<file path="config.mk">
export PLATFORM = sky130hd
export DESIGN_NAME = wb_ext_sequencer
export DESIGN_NICKNAME = d
export VERILOG_FILES = /design/src/rtl/wb_ext_pkg.sv /design/src/rtl/wb_seq_timeout.sv /design/src/rtl/wb_ext_sequencer.sv
export SDC_FILE = /design/constraint.sdc
export NUM_CORES = 1
export LEC_CHECK = 0
export CORE_AREA = 2 2 124 126
export CTS_BUF_LIST = sky130_fd_sc_hd__clkbuf_4
export DETAILED_ROUTE_END_ITERATION = 10
export DIE_AREA = 0 0 126 128
export GPL_TIMING_DRIVEN = 0
export PLACE_DENSITY = 0.72
export SLEW_MARGIN = 15
export SYNTH_ARGS = -nofsm -noshare
export SYNTH_HDL_FRONTEND = slang
export SYNTH_HIERARCHICAL = 1
export SYNTH_SLANG_ARGS = --single-unit
</file>
<file path="constraint.sdc">
create_clock -name clk_in -period 1.8 [get_ports clk_in]
set_input_delay 0.36 -clock clk_in [delete_from_list [all_inputs] [get_ports clk_in]]
set_output_delay 0.36 -clock clk_in [all_outputs]
set_load 0.02 [all_outputs]
</file>
<file path="src/rtl/wb_ext_pkg.sv">
// -----------------------------------------------------------------------------
// wb_ext_pkg
//   Shared definitions for the external Wishbone sequencer:
//     - seq_state_t     : sequencer state encoding (IDLE / ACCESS / RESP)
//     - ADR_LSB, ADR_W  : position and width of the slave-select address field
//     - ERR_DATA_DEFAULT: read data returned when a hung access is aborted
//     - SLV_*           : slave index assignment on the external port
// -----------------------------------------------------------------------------
package wb_ext_pkg;

    typedef enum logic [1:0] {
        ST_IDLE   = 2'd0,
        ST_ACCESS = 2'd1,
        ST_RESP   = 2'd2
    } seq_state_t;

    localparam int ADR_LSB = 2;
    localparam int ADR_W   = 4;

    localparam logic [31:0] ERR_DATA_DEFAULT = 32'hDEAD_BEEF;

    localparam int NSLV_DEFAULT = 5;

    localparam int SLV_VOICE = 0;
    localparam int SLV_US1   = 1;
    localparam int SLV_RGB   = 2;
    localparam int SLV_US2   = 3;
    localparam int SLV_TEMP  = 4;

endpackage

</file>
<file path="src/rtl/wb_seq_timeout.sv">
// -----------------------------------------------------------------------------
// wb_seq_timeout
//   Access watchdog for wb_ext_sequencer. The counter is zeroed by 'clear'
//   (issued as the sequencer enters ACCESS) and advances on every cycle that
//   'enable' is high. 'expire' is asserted combinationally during the enabled
//   cycle in which the count has reached TIMEOUT-1, i.e. the TIMEOUT-th cycle
//   spent waiting.
//
//   Ports
//     clk_in     in  1  system clock
//     resetn_in  in  1  synchronous, active-low reset
//     clear      in  1  zero the counter
//     enable     in  1  count this cycle
//     expire     out 1  TIMEOUT-th enabled cycle since clear
// -----------------------------------------------------------------------------
module wb_seq_timeout #(
    parameter int TIMEOUT = 1024
) (
    input  logic clk_in,
    input  logic resetn_in,
    input  logic clear,
    input  logic enable,
    output logic expire
);

    localparam int CNT_W = (TIMEOUT > 1) ? $clog2(TIMEOUT) : 1;

    logic [CNT_W-1:0] count_reg;

    always_ff @(posedge clk_in) begin
        if (!resetn_in) begin
            count_reg <= '0;
        end else if (clear) begin
            count_reg <= '0;
        end else if (enable) begin
            count_reg <= count_reg + 1'b1;
        end
    end

    assign expire = enable && (count_reg == CNT_W'(TIMEOUT - 1));

endmodule

</file>
<file path="src/rtl/wb_ext_sequencer.sv">
// -----------------------------------------------------------------------------
// wb_ext_sequencer
//   Registered Wishbone fabric between the CPU external slave port and NSLV
//   peripheral slaves. One transaction at a time: a rising master strobe is
//   latched, decoded from adr[5:2] (indices >= NSLV go to slave NSLV-1) and
//   presented to exactly one slave with a one-hot strobe. The selected slave's
//   ack/rdata is captured and returned to the master as a one-cycle ack.
//
//   Optional feature macro: WB_SEQ_TIMEOUT_EN
//     defined   : an access that waits TIMEOUT cycles without ack is aborted,
//                 returns ERR_DATA and sets the sticky err_o flag.
//     undefined : ACCESS waits indefinitely, err_o is tied low.
//
//   Ports
//     clk_in, resetn_in           clock, synchronous active-low reset
//     m_cyc_i/m_stb_i/m_we_i      master cycle, strobe, write enable
//     m_adr_i/m_wdata_i/m_sel_i   master address (bits [5:2] decoded), data, byte sel
//     m_ack_o/m_rdata_o           one-cycle ack and read data to master
//     s_stb_o/s_cyc_o             one-hot slave strobe / cycle (identical)
//     s_we_o/s_adr_o/s_wdata_o/s_sel_o  latched request, shared by all slaves
//     s_ack_i/s_rdata_i           per-slave ack, packed per-slave read data
//     err_o                       sticky timeout flag
// -----------------------------------------------------------------------------
module wb_ext_sequencer
    import wb_ext_pkg::*;
#(
    parameter int NSLV = NSLV_DEFAULT
`ifdef WB_SEQ_TIMEOUT_EN
    , parameter int          TIMEOUT  = 1024
    , parameter logic [31:0] ERR_DATA = ERR_DATA_DEFAULT
`endif
) (
    input  logic               clk_in,
    input  logic               resetn_in,
    input  logic               m_stb_i,
    input  logic               m_cyc_i,
    input  logic               m_we_i,
    input  logic [31:0]        m_adr_i,
    input  logic [31:0]        m_wdata_i,
    input  logic [3:0]         m_sel_i,
    output logic               m_ack_o,
    output logic [31:0]        m_rdata_o,
    output logic [NSLV-1:0]    s_stb_o,
    output logic [NSLV-1:0]    s_cyc_o,
    output logic               s_we_o,
    output logic [ADR_W-1:0]   s_adr_o,
    output logic [31:0]        s_wdata_o,
    output logic [3:0]         s_sel_o,
    input  logic [NSLV-1:0]    s_ack_i,
    input  logic [32*NSLV-1:0] s_rdata_i,
    output logic               err_o
);

    localparam int IDX_W = (NSLV > 1) ? $clog2(NSLV) : 1;

    seq_state_t state_reg, state_next;

    logic             stb_q_reg;
    logic             we_reg;
    logic [ADR_W-1:0] adr_reg;
    logic [31:0]      wdata_reg;
    logic [3:0]       sel_reg;
    logic [IDX_W-1:0] idx_reg;
    logic             stb_active_reg;
    logic             ack_reg;
    logic [31:0]      rdata_reg;

    logic             request;
    logic [ADR_W-1:0] adr_field;
    logic [IDX_W-1:0] idx_next;
    logic             ack_hit;
    logic             expire;
    logic [31:0]      slave_rdata;
    logic             in_access;

    logic             start;
    logic             stb_set;
    logic             done_ok;
    logic             done_err;

    // Only the slave-select field of the address is used here.
    logic unused_adr_bits;
    assign unused_adr_bits = ^{m_adr_i[31:ADR_LSB+ADR_W], m_adr_i[ADR_LSB-1:0]};

    // Rising-edge request: a strobe held across transactions never re-triggers.
    assign request   = m_cyc_i & m_stb_i & ~stb_q_reg;
    assign adr_field = m_adr_i[ADR_LSB +: ADR_W];
    assign idx_next  = (32'(adr_field) >= 32'(NSLV)) ? IDX_W'(NSLV - 1) : IDX_W'(adr_field);

    // Acks only count once our strobe is actually on the bus, and only from
    // the selected slave.
    assign ack_hit     = stb_active_reg & s_ack_i[idx_reg];
    assign slave_rdata = s_rdata_i[32*idx_reg +: 32];
    assign in_access   = (state_reg == ST_ACCESS);

`ifdef WB_SEQ_TIMEOUT_EN
    wb_seq_timeout #(
        .TIMEOUT (TIMEOUT)
    ) u_timeout (
        .clk_in    (clk_in),
        .resetn_in (resetn_in),
        .clear     (start),
        .enable    (in_access),
        .expire    (expire)
    );
`else
    assign expire = 1'b0;
`endif

    // Next-state and control decode
    always_comb begin
        state_next = state_reg;
        start      = 1'b0;
        stb_set    = 1'b0;
        done_ok    = 1'b0;
        done_err   = 1'b0;
        case (state_reg)
            ST_IDLE: begin
                if (request) begin
                    start      = 1'b1;
                    state_next = ST_ACCESS;
                end
            end
            ST_ACCESS: begin
                // A slave ack in the expiry cycle takes priority over the abort.
                if (ack_hit) begin
                    done_ok    = 1'b1;
                    state_next = ST_RESP;
                end else if (expire) begin
                    done_err   = 1'b1;
                    state_next = ST_RESP;
                end else if (!stb_active_reg) begin
                    stb_set = 1'b1;
                end
            end
            ST_RESP: begin
                state_next = ST_IDLE;
            end
            default: begin
                state_next = ST_IDLE;
            end
        endcase
    end

    always_ff @(posedge clk_in) begin
        if (!resetn_in) begin
            state_reg <= ST_IDLE;
        end else begin
            state_reg <= state_next;
        end
    end

    // Request latch, strobe and response registers
    always_ff @(posedge clk_in) begin
        if (!resetn_in) begin
            stb_q_reg      <= 1'b0;
            we_reg         <= 1'b0;
            adr_reg        <= '0;
            wdata_reg      <= '0;
            sel_reg        <= '0;
            idx_reg        <= '0;
            stb_active_reg <= 1'b0;
            ack_reg        <= 1'b0;
            rdata_reg      <= '0;
        end else begin
            stb_q_reg <= m_stb_i;
            // Ack is issued from the registered RESP state so the master sees
            // it one cycle after the slave ack was sampled.
            ack_reg   <= (state_reg == ST_RESP);
            if (start) begin
                we_reg         <= m_we_i;
                adr_reg        <= adr_field;
                wdata_reg      <= m_wdata_i;
                sel_reg        <= m_sel_i;
                idx_reg        <= idx_next;
                stb_active_reg <= 1'b0;
            end
            if (stb_set) begin
                stb_active_reg <= 1'b1;
            end
            if (done_ok) begin
                stb_active_reg <= 1'b0;
                rdata_reg      <= slave_rdata;
            end
`ifdef WB_SEQ_TIMEOUT_EN
            if (done_err) begin
                stb_active_reg <= 1'b0;
                rdata_reg      <= ERR_DATA;
            end
`endif
        end
    end

`ifdef WB_SEQ_TIMEOUT_EN
    logic err_reg;

    always_ff @(posedge clk_in) begin
        if (!resetn_in) begin
            err_reg <= 1'b0;
        end else if (done_err) begin
            err_reg <= 1'b1;
        end
    end

    assign err_o = err_reg;
`else
    assign err_o = 1'b0;
`endif

    generate
        for (genvar gi = 0; gi < NSLV; gi++) begin : g_strobe
            assign s_stb_o[gi] = stb_active_reg && (idx_reg == IDX_W'(gi));
        end
    endgenerate

    assign s_cyc_o   = s_stb_o;
    assign s_we_o    = we_reg;
    assign s_adr_o   = adr_reg;
    assign s_wdata_o = wdata_reg;
    assign s_sel_o   = sel_reg;
    assign m_ack_o   = ack_reg;
    assign m_rdata_o = rdata_reg;

endmodule
</file>
Word level (Yosys, flattened, before mapping)
Cells that the tools add are included.

storage, ports and cells
  register bits = 81
  input port bits = 238
  output and inout port bits = 85

cells by class
  $lt $le $gt $ge = 2
  equal/unequal tests = 8
  shift operators = 1
  mux-type cells = 15
  bitwise gates (word level) = 5
  reductions and logical operators = 10

operators with widths
  kind                                                 count
  indexed part select 160 x 9 -> 32 bit                1
  2-to-1 mux 1 bit                                     10
  equality test 3 x 2 -> 1 bit, second input constant  2
  logical AND 1 bit                                    5
  >= comparator 4 x 3 -> 1 bit, second input constant  1
  < comparator 3 x 4 -> 1 bit, second input constant   1
  2-to-1 mux 2 bit                                     2
  inequality test 2 bit, second input constant         2
  case mux 2 bit (2 select lines)                      1
  AND 1 bit                                            3
  binary-select mux 1 bit (select 3 bit)               1
  equality test 3 x 1 -> 1 bit, second input constant  1
  equality test 3 bit, second input constant           1
  zero test 3 bit                                      1
  2-to-1 mux 3 bit                                     1
  equality test 2 x 1 -> 1 bit, second input constant  1
  equality test 2 bit, second input constant           1
  zero test 2 bit                                      1
  NOT 1 bit                                            2
  AND reduction 2 bit                                  1
  nonzero test 2 bit                                   1
  OR reduction 2 bit                                   1

Depth between registers and ports, before layout
  depth after elaboration = 6
  gate-level depth with buffers = 7
  mapped depth without buffers = 4

Least setup slack after synthesis
OpenSTA, ideal clock, no wires.

  path type = register -> output
  from = reg idx_reg[0]
  to = out s_stb_o[4]
  arrival = 1.542 ns
  required time = 1.440 ns
  slack = -0.102 ns
  stages on the path, launching flop included = 6
  buffers on the path = 3
  path through = dfxtp_1 -> buf_6 -> nor3b_2 -> clkbuf_1 -> and2_1 -> buf_4

on the way
  longest elaborated chain between the ends = 2

ends and longest elaborated chain
  item                      line                     RTL
  start: declaration        wb_ext_sequencer.sv:63   logic [IDX_W-1:0] idx_reg;
  start signal: assignment  wb_ext_sequencer.sv:175  idx_reg <= idx_next;
  equality test 3 bit       wb_ext_sequencer.sv:212  assign s_stb_o[gi] = stb_active_reg && (idx_reg == IDX_W'(gi));
  logical AND 1 bit         wb_ext_sequencer.sv:212
  end: declaration          wb_ext_sequencer.sv:43   output logic [NSLV-1:0] s_stb_o,

No other way between the ends.

Final worst setup path
  from = reg idx_reg[2]
  to = reg rdata_reg[15] (netlist: m_rdata_o[15])

on the way
  longest elaborated chain between the ends = 5
  elaborated cells between the ends (all ways) = 6
  classes of those cells = shift: 1; mux: 4; bitwise: 1

ends and longest elaborated chain
  item                                                                           line                     RTL
  branches (longest 5 deep; another with indexed part select 160 x 9 -> 32 bit)  --
  end signal: assignment                                                         wb_ext_sequencer.sv:183  rdata_reg <= slave_rdata;
  end: declaration                                                               wb_ext_sequencer.sv:66   logic [31:0] rdata_reg;

Parallel ways; which one is timed is not known. The select of a mux whose other input is x is not followed.
A chain may end at the register's enable or synchronous reset.

==> impl_metrics.ini <==
[outcome]
status = finished, violations left
violations = setup timing

[synth]
synthSimpleGateAreaFrac = 0.117
yosys_warnings = 6
seq_area_frac_synth = 0.419
syn-num-nets = 620
synth-adder-area-share = 0
syn_avg_cell_area_um2 = 10.1
synthesis.instances = 382
synth_cell_type_count = 31
yosysTopAreaCellShare = 0.419
synth_xor_xnor_area_share = 0
ys_ff_latch = 81
netlist_area_um2 = 3870
synth_area_leader_cell = dfxtp_1
synth_compound_area_frac = 0.206
yosys-mux-area-fraction = 0.191
synthTopCellsByArea = dfxtp_1 (42%), mux4_2 (19%), nand2_1 (8.3%), o2bb2ai_1 (7.2%), a22oi_1 (6.2%)
synth_top_family_by_area = compound AO/OA/AOI/OAI gates

[route]
ant_nets = 0
firstDrtPassIters = 4
wl_per_cell_um = 18.8
first_iter_violations = 130
post_drt_via_cell_ratio = 4.88
dr_total_vias = 4404
drt-total-wl_um = 17000
drc = 0

[floorplanning]
dieHeight_um = 128
start_util = 0.261
die-area_um2 = 16100
chipWidth_um = 126
rows = 45
num_io_pins = 323
core_region_area_um2 = 14900

[setup_path]
cp.arrival_ns = 2.34
critPathRequiredTime_ns = 2.13
slowest_stage = or3b_4
r2r_cells = 6
rr_startpoint = idx_reg[2]
critPathLaunchType = flop
crit_type = reg -> reg
r2r_slack_ns = -0.21
cp-end-kind = flop
max_stage_delay_ns = 0.44
cp-startpoint = idx_reg[2]
critical_path.max_fanout = 5
reg2reg_to = m_rdata_o[15]
worstPathCellList = or3b_4 -> o22a_1 -> o311a_4 -> buf_12 -> buf_12 -> o2bb2ai_4
cpMostUsedCell = buf_12

[layout]
nNetsFinal = 945
syn_to_final_growth_pct = 101
final_cell_mix = clkdlybuf4s50_1 (209), nand2_1 (86), dfxtp_1 (77)
final_common_cell = clkdlybuf4s50_1
layout-drive-gt1-share = 0.208

[timing]
relSlewSlack = 0.597
final-hold-violation-count = 0
worst_pin_slew_ns = 0.605
finalCritPeriodShare = 1.11
whs_ns = 0.444
timing.fmax_mhz = 499
fin_skew_ns = 0.0129
rsz0062_at_grt = true
layout_min_cycle_time_ns = 2.01
setup_viol = 41
timing.final.ws_setup_ns = -0.206
slew_violations = 0

[place]
pre_cts_ws_ns = -0.846
finalWeightedCongestion = 0.809
dp_hpwl_um = 13200
io_buffers = 293

[global_routing]
grt_pass1_wl_um = 25100
antenna_found_initial = 6
gr-total-overflow = 0
groute.usage.overall = 0.202
grt_max_degree = 14
grt_pass1_vias = 4545

[flow_run]
max-cap-violations = 0

[hold_path]
min_from = m_wdata_i[21]
hold_depth = 3
holdPathEnd = s_wdata_o[21]
hold_path.class = in -> reg

[clock_network]
clock_sinks = 81
clkTransAtPathRegs_ns = 0.14
hold_buffers = 0
cts_root_buf = clkbuf_4
clk_latency_ns = 0.45
htree_num_levels = 3
tritoncts.num_buffers = 9
clk_path_buf_depth = 2
cts_tree = built

[power]
leakage_nw = 3.17
power.density_nw_per_um2 = 520
irDropWorstVdd_mv = 0.378
[timing repair]
item	4_1_cts	5_1_grt
setup endpoints to repair	156	87
resized for setup	175	66
cloned	2	1
setup buffers	11	11
pin swaps	10	12
[cells in the mapped netlist]
master     count
nand3b_1       1
o311a_4        1
nor2_1         6
clkbuf_1      22
nor3_1         1
nand3_1        4
buf_6          7
or3b_4         1
dfxtp_1       81
mux2i_1        2
nor4_2         1
a21bo_1        1
o211a_1        1
a21oi_1       44
o22a_1         1
nor2b_1        1
o2bb2ai_1     32
nor3b_2        1
and2_1         2
mux4_2        32
a22oi_1       32
buf_2          5
conb_1         1
buf_4          6
nor3b_1        1
inv_1          5
or4_1          1
buf_1          1
nand4_1        1
a211oi_1       1
nand2_1       86
[metrics by stage]
step,cells,power [mW],TNS [ns],area [µm²],util
after global routing,900,4.25,-7.61,7780,0.523
after global placement,863,2.90,-36.90,7040,0.474
final,903,4.05,-5.01,7790,0.524
after CTS,889,4.06,-7.29,7400,0.498
after detailed placement,863,2.92,-37.57,7040,0.474
after floorplan,382,2.27,-0.220,3870,-
[cell families after synthesis]
group | after synthesis
AO/OA/AOI/OAI | 113
buffers and inverters | 46
flip-flops | 81
multiplexers | 34
other | 1
AND/OR/NAND/NOR | 107
[critical path: cells and delay by family, from the launching register on]
family / cells / cell delay [ns]
AOI/OAI and AO/OA: 3 / 0.76
buffers and inverters: 2 / 0.30
DFF: 1 / 0.38
and+or+nand+nor: 1 / 0.44
[worst max-delay path by stage]
| stage | to | slack (ns) | depth (start not counted) |
|---|---|---|---|
| global route | s_stb_o[0] | -0.29 | 4 |
| detailed placement | s_stb_o[4] | -0.85 | 6 |
| finish | m_rdata_o[15] | -0.21 | 6 |
| global placement | s_stb_o[4] | -0.86 | 5 |
| CTS | s_stb_o[0] | -0.24 | 4 |
| floorplan | s_stb_o[2] | -0.1 | 5 |
[per-layer routing]
layer	GRT usage	wire, µm	vias up
li1	-	-	2070
met1	0.241	7050	2084
met2	0.327	7990	213
met3	0.0801	1600	31
met4	0.0763	334	6
met5	0	39	-
[power by group]
part           total, mW  internal, mW  leakage (nW)  switching (mW)
Sequential          1.87          1.84         0.660          0.0321
Clock               1.09         0.433        0.0743           0.658
Combinational       1.09         0.671          2.43           0.415
[final cells by class]
| class | instances | area (µm²) |
|---|---|---|
| buffer | 38 | 308 |
| clock buffer | 10 | 75.1 |
| sequential | 81 | 1640 |
| antenna | 4 | 10.0 |
| fill | 1343 | 7080 |
| clock inverter | 5 | 56.3 |
| timing repair buffer | 317 | 3130 |
| multi-input combinational | 255 | 2320 |
| inverter | 5 | 21.3 |
| tap | 188 | 235 |
Note: power is estimated with default switching activity, not from simulation.
